## src/rtl/counter_4bit_down_if.sv

```systemverilog
// Control/status bundle for counter_4bit_down.
// master: the loader/controller; slave: the counter itself.
interface counter_4bit_down_if #(
  parameter int unsigned WIDTH = 4
);
  logic             enable;
  logic             load;
  logic [WIDTH-1:0] load_value;
  logic [WIDTH-1:0] count;
  logic             zero;
  logic             done;
  logic [1:0]       state;

  modport master (
    output enable, load, load_value,
    input  count, zero, done, state
  );

  modport slave (
    input  enable, load, load_value,
    output count, zero, done, state
  );
endinterface

```

## src/rtl/counter_4bit_down.sv

```systemverilog
// Loadable saturating down-counter with one-cycle expiry pulse.
// Optional periodic auto-reload from the last loaded value is enabled by
// defining COUNTER_AUTO_RELOAD_EN; without it EXPIRED is sticky.
module counter_4bit_down #(
  parameter int unsigned WIDTH = 4
) (
  input  logic               clk,
  input  logic               reset,
  counter_4bit_down_if.slave bus
);

  typedef enum logic [1:0] {
    IDLE    = 2'd0,
    ARMED   = 2'd1,
    RUN     = 2'd2,
    EXPIRED = 2'd3
  } state_t;

  state_t           state_q, state_n;
  logic [WIDTH-1:0] count_q, count_n;
  logic [WIDTH-1:0] reload_q, reload_n;
  logic             done_q, done_n;

  // State, count, reload value and done pulse registers.
  always_ff @(posedge clk or negedge reset) begin
    if (!reset) begin
      state_q  <= IDLE;
      count_q  <= '0;
      reload_q <= '0;
      done_q   <= 1'b0;
    end else begin
      state_q  <= state_n;
      count_q  <= count_n;
      reload_q <= reload_n;
      done_q   <= done_n;
    end
  end

  // Next-state and next-count: load beats enable; done only on 1->0.
  always_comb begin
    state_n  = state_q;
    count_n  = count_q;
    reload_n = reload_q;
    done_n   = 1'b0;
    if (bus.load) begin
      reload_n = bus.load_value;
      count_n  = bus.load_value;
      state_n  = (bus.load_value != '0) ? ARMED : EXPIRED;
    end else begin
      unique case (state_q)
        IDLE: begin
          count_n = '0;
        end
        ARMED, RUN: begin
          if (count_q == '0) begin
            state_n = EXPIRED;
          end else if (bus.enable) begin
            count_n = count_q - WIDTH'(1);
            if (count_q == WIDTH'(1)) begin
              state_n = EXPIRED;
              done_n  = 1'b1;
            end else begin
              state_n = RUN;
            end
          end else begin
            state_n = ARMED;
          end
        end
        EXPIRED: begin
          count_n = '0;
`ifdef COUNTER_AUTO_RELOAD_EN
          if (bus.enable && (reload_q != '0)) begin
            count_n = reload_q;
            state_n = RUN;
          end
`endif
        end
        default: begin
          state_n = IDLE;
          count_n = '0;
        end
      endcase
    end
  end

  // Status outputs.
  always_comb begin
    bus.count = count_q;
    bus.zero  = (count_q == '0);
    bus.done  = done_q;
    bus.state = state_q;
  end

endmodule

```

## src/flat_wrapper.sv

```systemverilog
// flat-port wrapper written by rule: the top's interface ports become plain ports
module counter_4bit_down_flat 
#(
  parameter int unsigned WIDTH = 4
)
  (clk, reset, bus_enable, bus_load, bus_load_value, bus_count, bus_zero, bus_done, bus_state);
  counter_4bit_down_if #(.WIDTH(WIDTH)) bus_i ();
  input  logic clk;
  input  logic reset;
  input wire logic [$bits(bus_i.enable)-1:0] bus_enable;
  input wire logic [$bits(bus_i.load)-1:0] bus_load;
  input wire logic [$bits(bus_i.load_value)-1:0] bus_load_value;
  output wire logic [$bits(bus_i.count)-1:0] bus_count;
  output wire logic [$bits(bus_i.zero)-1:0] bus_zero;
  output wire logic [$bits(bus_i.done)-1:0] bus_done;
  output wire logic [$bits(bus_i.state)-1:0] bus_state;
  assign bus_i.enable = bus_enable;
  assign bus_i.load = bus_load;
  assign bus_i.load_value = bus_load_value;
  assign bus_count = bus_i.count;
  assign bus_zero = bus_i.zero;
  assign bus_done = bus_i.done;
  assign bus_state = bus_i.state;
  counter_4bit_down #(.WIDTH(WIDTH)) u_core (.clk(clk), .reset(reset), .bus(bus_i));
endmodule
```

## config.mk

```make
export PLATFORM = sky130hd
export DESIGN_NAME = counter_4bit_down_flat
export DESIGN_NICKNAME = d
export VERILOG_FILES = /design/src/rtl/counter_4bit_down_if.sv /design/src/rtl/counter_4bit_down.sv /design/src/flat_wrapper.sv
export SDC_FILE = /design/constraint.sdc
export NUM_CORES = 1
export LEC_CHECK = 0
export CORE_AREA = 10 10 47 49
export CTS_CLUSTER_DIAMETER = 100
export DETAILED_ROUTE_END_ITERATION = 12
export DIE_AREA = 0 0 57 59
export GPL_ROUTABILITY_DRIVEN = 1
export PLACE_DENSITY = 0.76
export REMOVE_ABC_BUFFERS = 1
export SLEW_MARGIN = 20
export SYNTH_ARGS = -nofsm -noshare
export SYNTH_HDL_FRONTEND = slang
export SYNTH_SLANG_ARGS = --single-unit
```

## constraint.sdc

```tcl
create_clock -name clk -period 5 [get_ports clk]
set_input_delay 1 -clock clk [delete_from_list [all_inputs] [get_ports clk]]
set_output_delay 1 -clock clk [all_outputs]
set_load 0.02 [all_outputs]
```

* Word-level counts from Yosys, hierarchy flattened
Index checks and enable logic that the tools add are counted.
** Cells by class
- Reduce and logical (&&, ||, !) cells :: 7
- $add $sub $neg :: 1
- Bitwise logic cells :: 0
- Div/mod/pow operators :: 0
- Shift-type cells :: 0
- Order comparisons :: 0
- Mux-type cells :: 15
- Eq/ne operators :: 6
- Multipliers :: 0
** Operators by type and width (number)
- 4-bit two-way mux :: 3
- 2-bit two-way mux :: 5
- 4-bit case mux with 2 select lines :: 1
- 1-bit two-way mux :: 6
- 3-bit inequality test, second input constant :: 2
- 2-bit == test, second input constant :: 2
- 4-bit by 1-bit == test with 1-bit output, second input constant :: 1
- 4-bit zero test :: 1
- 4-bit nonzero test :: 1
- 2-bit OR reduction :: 2
- 4-bit by 1-bit subtractor with 4-bit output, second input constant :: 1
- 2-bit by 1-bit == test with 1-bit output, second input constant :: 1
- 2-bit zero test :: 1
- 2-bit AND reduction :: 1
- 2-bit nonzero test :: 1
** Word-level totals
- Input port bits :: 8
- Latch bits :: 0
- ROM bits :: 0
- RAM bits :: 0
- Memories :: 0
- Flip-flop bits (word level) :: 7

* Depth between registers and ports, before layout
- Depth after elaboration :: 6
- Mapped depth :: 6
- Gate-level depth less buffers :: 5

* Worst setup path after synthesis
OpenSTA, ideal clock, no wires.
- Path kind :: register to output
- Start :: register u_core.count_q[0], in the netlist u_core.bus.count[0]
- End :: output port bus_zero
- Path slack :: 2596 ps
- Arrival :: 1404 ps
- Cell stages (with the launch flop) :: 6
- Cells stage by stage :: dfrtp_1 > inv_1 > ha_1 > or3b_1 > buf_6 > inv_1
** On the way
- Longest elaborated chain between the ends :: 1
** Ends and longest elaborated chain
- start: declaration :: RTL line counter_4bit_down.sv:20 : logic [WIDTH-1:0] count_q, count_n;
- start signal: assignment :: RTL line counter_4bit_down.sv:33 : count_q <= count_n;
- 4-bit zero test :: RTL line counter_4bit_down.sv:89 : bus.zero = (count_q == '0);
- end: declaration :: RTL line flat_wrapper.sv:14 : output wire logic [$bits(bus_i.zero)-1:0] bus_zero;
No other way between the ends.

* Worst setup path after layout
Same ends and word-level chain as after synthesis.

==> results.sh <==
export IMPL_tns_ns=0
export IMPL_ys_ff_latch=7
export IMPL_finalHoldViolations=0
export IMPL_fillers=147
export IMPL_track_usage_pct=7.779
export IMPL_grt_pass1_wl_um=2132
export IMPL_clock_latency_ns=0.26
export IMPL_holdWs_ns=0.6083
export IMPL_cts_hold_fix_buffers=0
export IMPL_dr_pass1_iters=2
export IMPL_cts_resized=0
export IMPL_routabilityCongestion=0.8348
export IMPL_p_per_area_nw_per_um2=362.1
export IMPL_cp_required_ns=4.00
export IMPL_grt_setup_unrepaired="false"
export IMPL_post_drt_wl_per_cell_um=15.59
export IMPL_final_cells=82
export IMPL_p_seq_share_pct=32.8
export IMPL_core_um2=1401
export IMPL_maxSlewHeadroom_pct=62.74
export IMPL_cp_end_kind="output port"
export IMPL_numPortBuffers=15
export IMPL_fmax_mhz=313.4
export IMPL_clock_sinks=7
export IMPL_ys_top_cells_by_count="dfrtp_1 (7), nand2_1 (4), ha_1 (3), inv_1 (3), nor3_1 (3)"
export IMPL_yosysSeqAreaShare_pct=34.57
export IMPL_cts_clk_slew_worst_paths_ns=0.06
export IMPL_netlist_area_um2=506.7
export IMPL_cap_violations=0
export IMPL_antenna_found_initial=0
export IMPL_drive_above_1_share_pct=10.61
export IMPL_synth_cell_types=31
export IMPL_switching_power_uw=96.40
export IMPL_fin_nets=78
export IMPL_vias=459
export IMPL_start_kind="register"
export IMPL_clock_root_buffer="clkbuf_4"
export IMPL_cp_slowest_stage_delay_ns=0.61
export IMPL_slew_violations=0
export IMPL_drc=0
export IMPL_hpwl_um=992.8
export IMPL_io_pins=16
export IMPL_p_leak_nw=0.2694
export IMPL_crit_top_cell="inv_1"
export IMPL_yosysWarnings=0
export IMPL_p_comb_share_pct=45.3
export IMPL_cp_arrival_ns=2.19
export IMPL_yosys_area_top_type="dfrtp_1"
export IMPL_fin_crit_sh_pct=63.81
export IMPL_synth_enable_flop_cells=0
export IMPL_die_h_um=59
export IMPL_irDropWorstVdd_v=0.0001620
export IMPL_initial_utilization_pct=36.16
export IMPL_h_tree_depth=1
export IMPL_cts_tree="yes"
export IMPL_grt_max_degree=17
export IMPL_cts_buffers=3
export IMPL_drt_iter0_drc=6
export IMPL_postSynthAreaPerCell_um2=10.13
export IMPL_dieWidth_um=57
export IMPL_syn_inst=50
export IMPL_dpl_cell_area_um2=654.4
export IMPL_period_minus_slack_ns=3.191
export IMPL_clk_path_buf_depth=2
export IMPL_totalWireLength_um=1278
export IMPL_switching_share_pct=39.12
export IMPL_skew_ns=0.009059
export IMPL_post_synth_top_count_cell="dfrtp_1"
export IMPL_post_cts_buffers=0
export IMPL_finalPower_uw=246.4
export IMPL_synthFlopType="dfrtp_1"
export IMPL_power_internal_uw=150.0
export IMPL_critPathKind="register to output port"
export IMPL_synth_top_area_share_pct=34.57
export IMPL_overflow=0
export IMPL_fin_ws_ns=1.809
export IMPL_hp_class="register to register"
export IMPL_vias_per_cell=5.598
export IMPL_synthArstFlopShare_pct=100.0
export IMPL_worstPathMaxFanout=8
export IMPL_antenna_left=0
export IMPL_netlist_top_cells_area="dfrtp_1 (35%), ha_1 (7.4%), a2111oi_4 (5.4%), xnor2_2 (3.2%), nor3_1 (3.0%)"
export IMPL_area_growth_syn_to_layout_pct=34.32
export IMPL_place_ws_ns=2.093
export IMPL_n_antenna_cell=0
export IMPL_p_clk_share_pct=21.9
export IMPL_die_area_um2=3363
export IMPL_setup_viol=0
export IMPL_design_area_um2=680.7
export IMPL_place_inst=78
export IMPL_rows=14
export IMPL_worst_pin_slew_ns=0.5572
export IMPL_status="complete, no violations"
export IMPL_grt_pass1_vias=494
export IMPL_utilization_pct=48.57
export IMPL_crit_path_cell_trace="inv_1, ha_1, or3b_1, inv_1, clkdlybuf4s50_1"
export IMPL_crit_slowest_cell="clkdlybuf4s50_1"
==> layer usage <==
layer / GRT usage [%] / up-vias / part of all wire (%)
li1: - / 226 / -
met1: 8.685 / 214 / 44
met2: 11.94 / 17 / 44
met3: 4.506 / 2 / 11
met4: 3.020 / 0 / 1.0
met5: 0 / - / 0
==> layout by cell type, fill, tap and decap left out, types with 2 or more instances in the layout <==
| cell type | n |
|---|---|
| a211oi_1 | 2 |
| a21oi_1 | 2 |
| and2_1 | 2 |
| clkbuf_4 | 3 |
| clkdlybuf4s50_1 | 15 |
| dfrtp_1 | 7 |
| ha_1 | 3 |
| inv_1 | 3 |
| nand2_1 | 4 |
| nor3_1 | 3 |
| or2_1 | 2 |
==> state kept, by name (all words and copies together), names as in the netlist <==
| register | flops |
|---|---|
| u_core.bus.done | 1 |
| u_core.bus.count | 4 |
| u_core.bus.state | 2 |
==> power groups by stage <==
stage / Sequential (mW) / Clock, mW / Combinational [mW]
floorplan: 0.0905 / 0 / 0.0546
global placement: 0.0809 / 0 / 0.111
detailed placement: 0.0815 / 0 / 0.111
CTS: 0.0809 / 0.0544 / 0.113
global route: 0.0837 / 0.0579 / 0.121
finish: 0.0809 / 0.0539 / 0.112
==> kinds of logic (layout without fill, tap and decap cells) <==
| group | Yosys count | after routing | synth area share [%] |
|---|---|---|---|
| AOI/OAI and AO/OA | 16 | 16 | 28.15 |
| xor gates and xnor gates | 1 | 1 | 3.211 |
| adders and majority gates | 3 | 3 | 7.408 |
| buffers and inverters | 6 | 22 | 6.666 |
| DFF | 7 | 7 | 34.57 |
| and+or+nand+nor | 17 | 17 | 20.00 |
==> worst paths after layout <==
kind / start / end / slack (ns) / cells after the start
max in group asynchronous: reset / u_core.bus.state[0] / 3.74 / 1
max: u_core.bus.count[0] / bus_zero / 1.81 / 5
min: u_core.bus.count[1] / u_core.bus.count[1] / 0.61 / 1
min in group asynchronous: reset / u_core.bus.count[0] / 1.00 / 1
min reg2reg: u_core.bus.count[1] / u_core.bus.count[1] / 0.61 / 1
max reg2reg: u_core.bus.count[0] / u_core.bus.count[3] / 3.11 / 5
==> layout make-up <==
class / instances / area (um2) / share of cell area, %
Multi-Input combinational cell: 37 / 297.8 / 43.75
Sequential cell: 7 / 175.2 / 25.74
Timing Repair Buffer: 15 / 150.1 / 22.06
Clock buffer: 4 / 26.28 / 3.860
Tap cell: 16 / 20.02 / 2.941
Inverter: 3 / 11.26 / 1.654
==> worst max-delay path, delay by kind of cell, from the launching register on <==
kind | cells | cell delay, ns
DFF | 1 | 0.42
and+or+nand+nor | 1 | 0.49
adders and majority gates | 1 | 0.15
buffers and inverters | 3 | 0.87
(Power assumes the default switching activity.)
